**src/rtl/ucode_cpool_pkg.sv**
```systemverilog
// ucode_cpool_pkg: shared definitions for the constant-pool address generator.
// State encoding, word stride and the index scaling helper.
package ucode_cpool_pkg;

   typedef enum logic [1:0] {
      IDLE = 2'd0,
      REQ0 = 2'd1,
      REQ1 = 2'd2,
      DONE = 2'd3
   } cpool_state_t;

   localparam int unsigned WORD_BYTES = 4;

   // Zero-extend the 16-bit pool index and scale it to a byte offset.
   function automatic logic [31:0] scale_index(input logic [15:0] idx,
                                               input int unsigned shift);
      scale_index = {16'd0, idx} << shift;
   endfunction

endpackage

```
**src/rtl/ucode_cpool_add.sv**
```systemverilog
// ucode_cpool_add: ADDR_W-bit wrapping adder shared by the base+index sum
// and the second-word +WORD_BYTES increment.
module ucode_cpool_add #(
   parameter int unsigned ADDR_W = 32
) (
   input  logic [ADDR_W-1:0] a,
   input  logic [ADDR_W-1:0] b,
   output logic [ADDR_W-1:0] sum
);

   // Carry out of the top bit is dropped, so addresses wrap modulo 2^ADDR_W.
   assign sum = a + b;

endmodule

```
**src/rtl/ucode_cpool_agen.sv**
```systemverilog
// ucode_cpool_agen: E-stage constant-pool address generator for ldc/ldc_w
// (one word) and ldc2_w (two words). Forms the pool index from the registered
// index bytes, scales it against cp_base and sequences DCU reads.
// Optional bounds check against cp_count is enabled by UCODE_CPOOL_BOUNDS_EN.
module ucode_cpool_agen
   import ucode_cpool_pkg::*;
#(
   parameter int unsigned ADDR_W     = 32,
   parameter int unsigned WORD_SHIFT = 2
) (
   input  logic              clk,
   input  logic              reset,
   input  logic [7:0]        index_byte1_e,
   input  logic [7:0]        index_byte2_e,
   input  logic [ADDR_W-1:0] cp_base,
   input  logic              start_e,
   input  logic              two_word_e,
   input  logic              iu_hold_e,
   input  logic              kill_e,
   input  logic              dcu_ack,
   input  logic [31:0]       dcu_data,
`ifdef UCODE_CPOOL_BOUNDS_EN
   input  logic [15:0]       cp_count,
   output logic              cp_fault,
`endif
   output logic              cp_req,
   output logic [ADDR_W-1:0] cp_addr,
   output logic              busy,
   output logic              done,
   output logic [31:0]       data_lo,
   output logic [31:0]       data_hi
);

   cpool_state_t      state_q;
   cpool_state_t      state_d;
   logic              two_q;
   logic [15:0]       idx;
   logic              capture;
   logic              bound_fault;
   logic [ADDR_W-1:0] scaled_idx;
   logic [ADDR_W-1:0] add_a;
   logic [ADDR_W-1:0] add_b;
   logic [ADDR_W-1:0] add_sum;
`ifdef UCODE_CPOOL_BOUNDS_EN
   logic              fault_q;
`endif

   assign idx        = {index_byte1_e, index_byte2_e};
   assign capture    = (state_q == IDLE) && start_e && !iu_hold_e && !kill_e;
   assign scaled_idx = ADDR_W'(scale_index(idx, WORD_SHIFT));

`ifdef UCODE_CPOOL_BOUNDS_EN
   // 17-bit compares so idx+1 cannot overflow when idx is 16'hFFFF.
   assign bound_fault = ({1'b0, idx} >= {1'b0, cp_count}) ||
                        (two_word_e && (({1'b0, idx} + 17'd1) >= {1'b0, cp_count}));
`else
   assign bound_fault = 1'b0;
`endif

   // One adder: in IDLE it forms base+scaled index, otherwise cp_addr+4.
   assign add_a = (state_q == IDLE) ? cp_base    : cp_addr;
   assign add_b = (state_q == IDLE) ? scaled_idx : ADDR_W'(WORD_BYTES);

   ucode_cpool_add #(
      .ADDR_W (ADDR_W)
   ) u_add (
      .a   (add_a),
      .b   (add_b),
      .sum (add_sum)
   );

   // State register.
   always_ff @(posedge clk or posedge reset) begin
      if (reset) begin
         state_q <= IDLE;
      end else begin
         state_q <= state_d;
      end
   end

   // Next-state logic; kill_e overrides every transition including capture.
   always_comb begin
      state_d = state_q;
      if (kill_e) begin
         state_d = IDLE;
      end else begin
         case (state_q)
            IDLE: begin
               if (capture) begin
                  state_d = bound_fault ? DONE : REQ0;
               end
            end
            REQ0: begin
               if (dcu_ack) begin
                  state_d = two_q ? REQ1 : DONE;
               end
            end
            REQ1: begin
               if (dcu_ack) begin
                  state_d = DONE;
               end
            end
            DONE: begin
               if (!iu_hold_e) begin
                  state_d = IDLE;
               end
            end
            default: state_d = IDLE;
         endcase
      end
   end

   // Moore outputs decoded from the current state.
   always_comb begin
      cp_req = (state_q == REQ0) || (state_q == REQ1);
      busy   = (state_q != IDLE);
      done   = (state_q == DONE);
`ifdef UCODE_CPOOL_BOUNDS_EN
      cp_fault = fault_q;
`endif
   end

   // Address and data registers; a killed cycle discards any coincident ack.
   always_ff @(posedge clk or posedge reset) begin
      if (reset) begin
         cp_addr <= '0;
         data_lo <= '0;
         data_hi <= '0;
         two_q   <= 1'b0;
`ifdef UCODE_CPOOL_BOUNDS_EN
         fault_q <= 1'b0;
`endif
      end else if (kill_e) begin
`ifdef UCODE_CPOOL_BOUNDS_EN
         fault_q <= 1'b0;
`endif
      end else begin
         case (state_q)
            IDLE: begin
               if (capture) begin
                  cp_addr <= add_sum;
                  two_q   <= two_word_e;
                  data_hi <= '0;
                  if (bound_fault) begin
                     data_lo <= '0;
                  end
`ifdef UCODE_CPOOL_BOUNDS_EN
                  fault_q <= bound_fault;
`endif
               end
            end
            REQ0: begin
               if (dcu_ack) begin
                  data_lo <= dcu_data;
                  if (two_q) begin
                     cp_addr <= add_sum;
                  end
               end
            end
            REQ1: begin
               if (dcu_ack) begin
                  data_hi <= dcu_data;
               end
            end
            DONE: begin
`ifdef UCODE_CPOOL_BOUNDS_EN
               if (!iu_hold_e) begin
                  fault_q <= 1'b0;
               end
`endif
            end
            default: ;
         endcase
      end
   end

endmodule

```
**config.mk**
```make
export PLATFORM = sky130hd
export DESIGN_NAME = ucode_cpool_agen
export DESIGN_NICKNAME = d
export VERILOG_FILES = /design/src/rtl/ucode_cpool_pkg.sv /design/src/rtl/ucode_cpool_add.sv /design/src/rtl/ucode_cpool_agen.sv
export SDC_FILE = /design/constraint.sdc
export NUM_CORES = 1
export LEC_CHECK = 0
export BUFFER_PORTS_ARGS = -buffer_cell sky130_fd_sc_hd__buf_2
export CORE_MARGIN = 2
export CORE_UTILIZATION = 55
export DETAILED_ROUTE_END_ITERATION = 16
export PLACE_DENSITY = 0.83
export SETUP_SLACK_MARGIN = 0.02
export SKIP_CTS_REPAIR_TIMING = 1
export SYNTH_ARGS = -nofsm -noshare
export SYNTH_HDL_FRONTEND = slang
export SYNTH_SLANG_ARGS = --single-unit
```
**constraint.sdc**
```tcl
create_clock -name clk -period 7.17 [get_ports clk]
set_input_delay 1.0755 -clock clk [delete_from_list [all_inputs] [get_ports clk]]
set_output_delay 1.0755 -clock clk [all_outputs]
set_load 0.01 [all_outputs]
```
==> impl_metrics.yaml <==
run_status:
  status: "finished clean"
drt:
  vias: 4850
  post_drt_wl_per_cell_microns: 16.92
  wirelength_mm: 14.11
  firstDrtPassIters: 5
  ant_nets: 0
  drc_errors: 0
  vias_per_cell: 5.815
  initialDrtViolationCount: 252
grt:
  grt-ovfl-total: 0
  grt_pass1_vias: 4813
  grt_use_total: 0.2699
  antenna_found_initial: 1
  grt_pass1_wl_mm: 23.65
  grt_max_degree: 75
yosys:
  yosysUniqueCellTypes: 57
  ys_async_sr_fraction: 1.000
  seq_area_frac_synth: 0.4523
  synth-seq-cells: 99
  synthFlopType: "dfrtp_1"
  avgSynthCellArea_sq_um: 10.49
  synth_edf_count: 0
  synth_area_sq_mm: 0.005478
  ys_warn_count: 0
  synth_cells: 522
  synth_nets: 631
sta:
  finalSetupViolations: 0
  worstMarginPinSlew_ns: 1.272
  slew_headroom: 0.1517
  period_share: 0.5639
  maxSlewViolCount: 0
  max_freq_ghz: 0.2473
  skew_ns: 0.01220
  fin_ws_ns: 3.127
  hold_viol: 0
  rsz0062_at_grt: "false"
  fin_crit_ns: 4.043
  fin_setup_tns_ns: 0
placed_design:
  io_buffers: 185
  pre_cts_ws_ns: 3.220
  dpl_cell_area_sq_mm: 0.006499
  dp_hpwl_mm: 10.14
  place_congestion: 0.8671
cts:
  clockBufferDepth: 2
  clock_sinks: 99
  htree_levels: 3
  cts_buffers: 9
  cts.clk_slew.worst_paths_ns: 0.10
  tritoncts: "yes"
  insertion_delay_ns: 0.38
  root_buffer: "clkbuf_8"
floorplan:
  die-area_sq_mm: 0.01077
  rows: 36
  ioPinCount: 186
  die_h_microns: 103.8
  die_width_microns: 103.8
  initial_core_util: 0.5630
  core_region_area_sq_mm: 0.009729
critical_path:
  cp.arrival_ns: 4.33
  crit_path_start_kind: "flip-flop"
  critPathSlowestCell: "buf_4"
  critPathCaptureType: "flip-flop"
  cpMostUsedCell: "inv_1"
  crit_family: "compound AO/OA/AOI/OAI gates"
  worst-path-buf-inv: 3
  path_cells: "inv_1, ha_2, buf_4, mux2_2, ha_1, inv_1, fa_1, nor2b_1, o2111a_1, o2111ai_1, a31oi_2, nand3_1, a211o_1, and3_1"
  worstSetupPathType: "reg -> reg"
  worstPathRequired_ns: 7.45
  cpPeakStageDelay_ns: 0.55
  cp_max_fo: 74
power_and_ir_drop:
  ir_worst_vdd_uv: 262.2
  leakage_nw: 3.390
  finalPower_w: 0.003011
  p_per_area_mw_per_mm2: 447.7
finish:
  layout_common_cells: "185 x buf_2, 99 x dfrtp_1, 52 x nand2_1"
  layout.cells.most_common: "buf_2"
  drive_gt1_frac: 0.3814
  syn_to_final_growth_pct: 22.77
  nFillCells: 790
  final_net_count: 804
  final_area_sq_mm: 0.006725
worst_hold_path:
  hold_class: "reg -> reg"
job:
  max_cap_viol_count: 0
[area by class of cell]
| type | count | area, sq um | area share |
|---|---|---|---|
| Timing Repair Buffer | 190 | 963.4 | 0.1433 |
| Tap cell | 133 | 166.4 | 0.02474 |
| Sequential cell | 99 | 2477 | 0.3684 |
| Antenna cell | 1 | 2.502 | 0.0003721 |
| Clock inverter | 6 | 96.34 | 0.01433 |
| Multi-Input combinational cell | 384 | 2848 | 0.4234 |
| Clock buffer | 10 | 127.6 | 0.01898 |
| Inverter | 11 | 43.79 | 0.006512 |
[stage by stage]
stage               utilization  hold WS (ns)  std cells
floorplan                     -        0.4953        522
global route             0.6912        0.5069        834
finish                   0.6912        0.4921        834
detailed placement       0.6680        0.4666        817
CTS                      0.6910        0.4946        833
global placement         0.6680        0.4536        817
[synthesized netlist by cell type, types with 4 or more instances]
master     number  area share
nor2_1         20       0.014
nand3_1        12       0.011
nor2b_1         8      0.0091
nand2b_1        6      0.0069
o21ai_0        27       0.025
mux2_2         49        0.10
a21o_1          6      0.0082
a22o_1         32       0.051
xor2_1         16       0.026
o211ai_1        9       0.012
nand2_1        52       0.036
ha_1           21       0.048
mux2i_1         8       0.015
and2_1         18       0.021
and3_1          9       0.010
inv_1          10      0.0069
nor3_1          7      0.0064
a31oi_1         4      0.0046
dfrtp_1        99        0.45
xnor2_1         4      0.0064
a31o_2          4      0.0064
a21oi_1        18       0.016
o2111ai_1       5      0.0080
clkbuf_1       22       0.015
[worst paths after layout]
check,start,endpoint,slack (ns),cells past startpoint
hold reg to reg,cp_addr[1],cp_addr[1],0.49,2
min in group asynchronous,reset,data_hi[17],0.66,2
max in group asynchronous,reset,data_lo[9],5.30,3
hold / removal,cp_addr[1],cp_addr[1],0.49,2
setup / recovery,state_q[0],cp_addr[26],3.13,14
setup reg to reg,state_q[0],cp_addr[26],3.13,14
[tightest hold or removal path: cells and delay by family, from the launching register on]
kind             cells  cell delay [ns]
flip-flops           1             0.36
AND/OR/NAND/NOR      2             0.10
[logic make-up (layout without fill, tap and decap cells)]
family	after synthesis	in the layout	share of synthesized area
AO/OA/AOI/OAI	140	140	0.1880
XOR/XNOR	20	20	0.03198
adder cells (fa/ha/maj)	22	22	0.05162
buffers and inverters	39	217	0.02832
flip-flops	99	99	0.4523
multiplexers	57	57	0.1154
other	0	1	0
AND/OR/NAND/NOR	145	145	0.1325
[sequential cells by signal, indices dropped and copies added, names as in the netlist]
signal and count:
cp_addr 32, data_lo 32, two_q 1, state_q 2
data_hi 32
[routing by layer]
layer,GRT usage,share of wire,vias up
li1,-,-,2267
met1,0.3481,0.42,2349
met2,0.4342,0.49,189
met3,0.05916,0.058,45
met4,0.1303,0.034,0
met5,0,0,-
[power breakdown]
group | switching, W | internal (W)
registers | 0.000158 | 0.000775
clock network | 0.000211 | 0.000202
logic | 0.000942 | 0.000723
total | 0.00131 | 0.00170
Note: power is estimated with default switching activity, not from simulation.
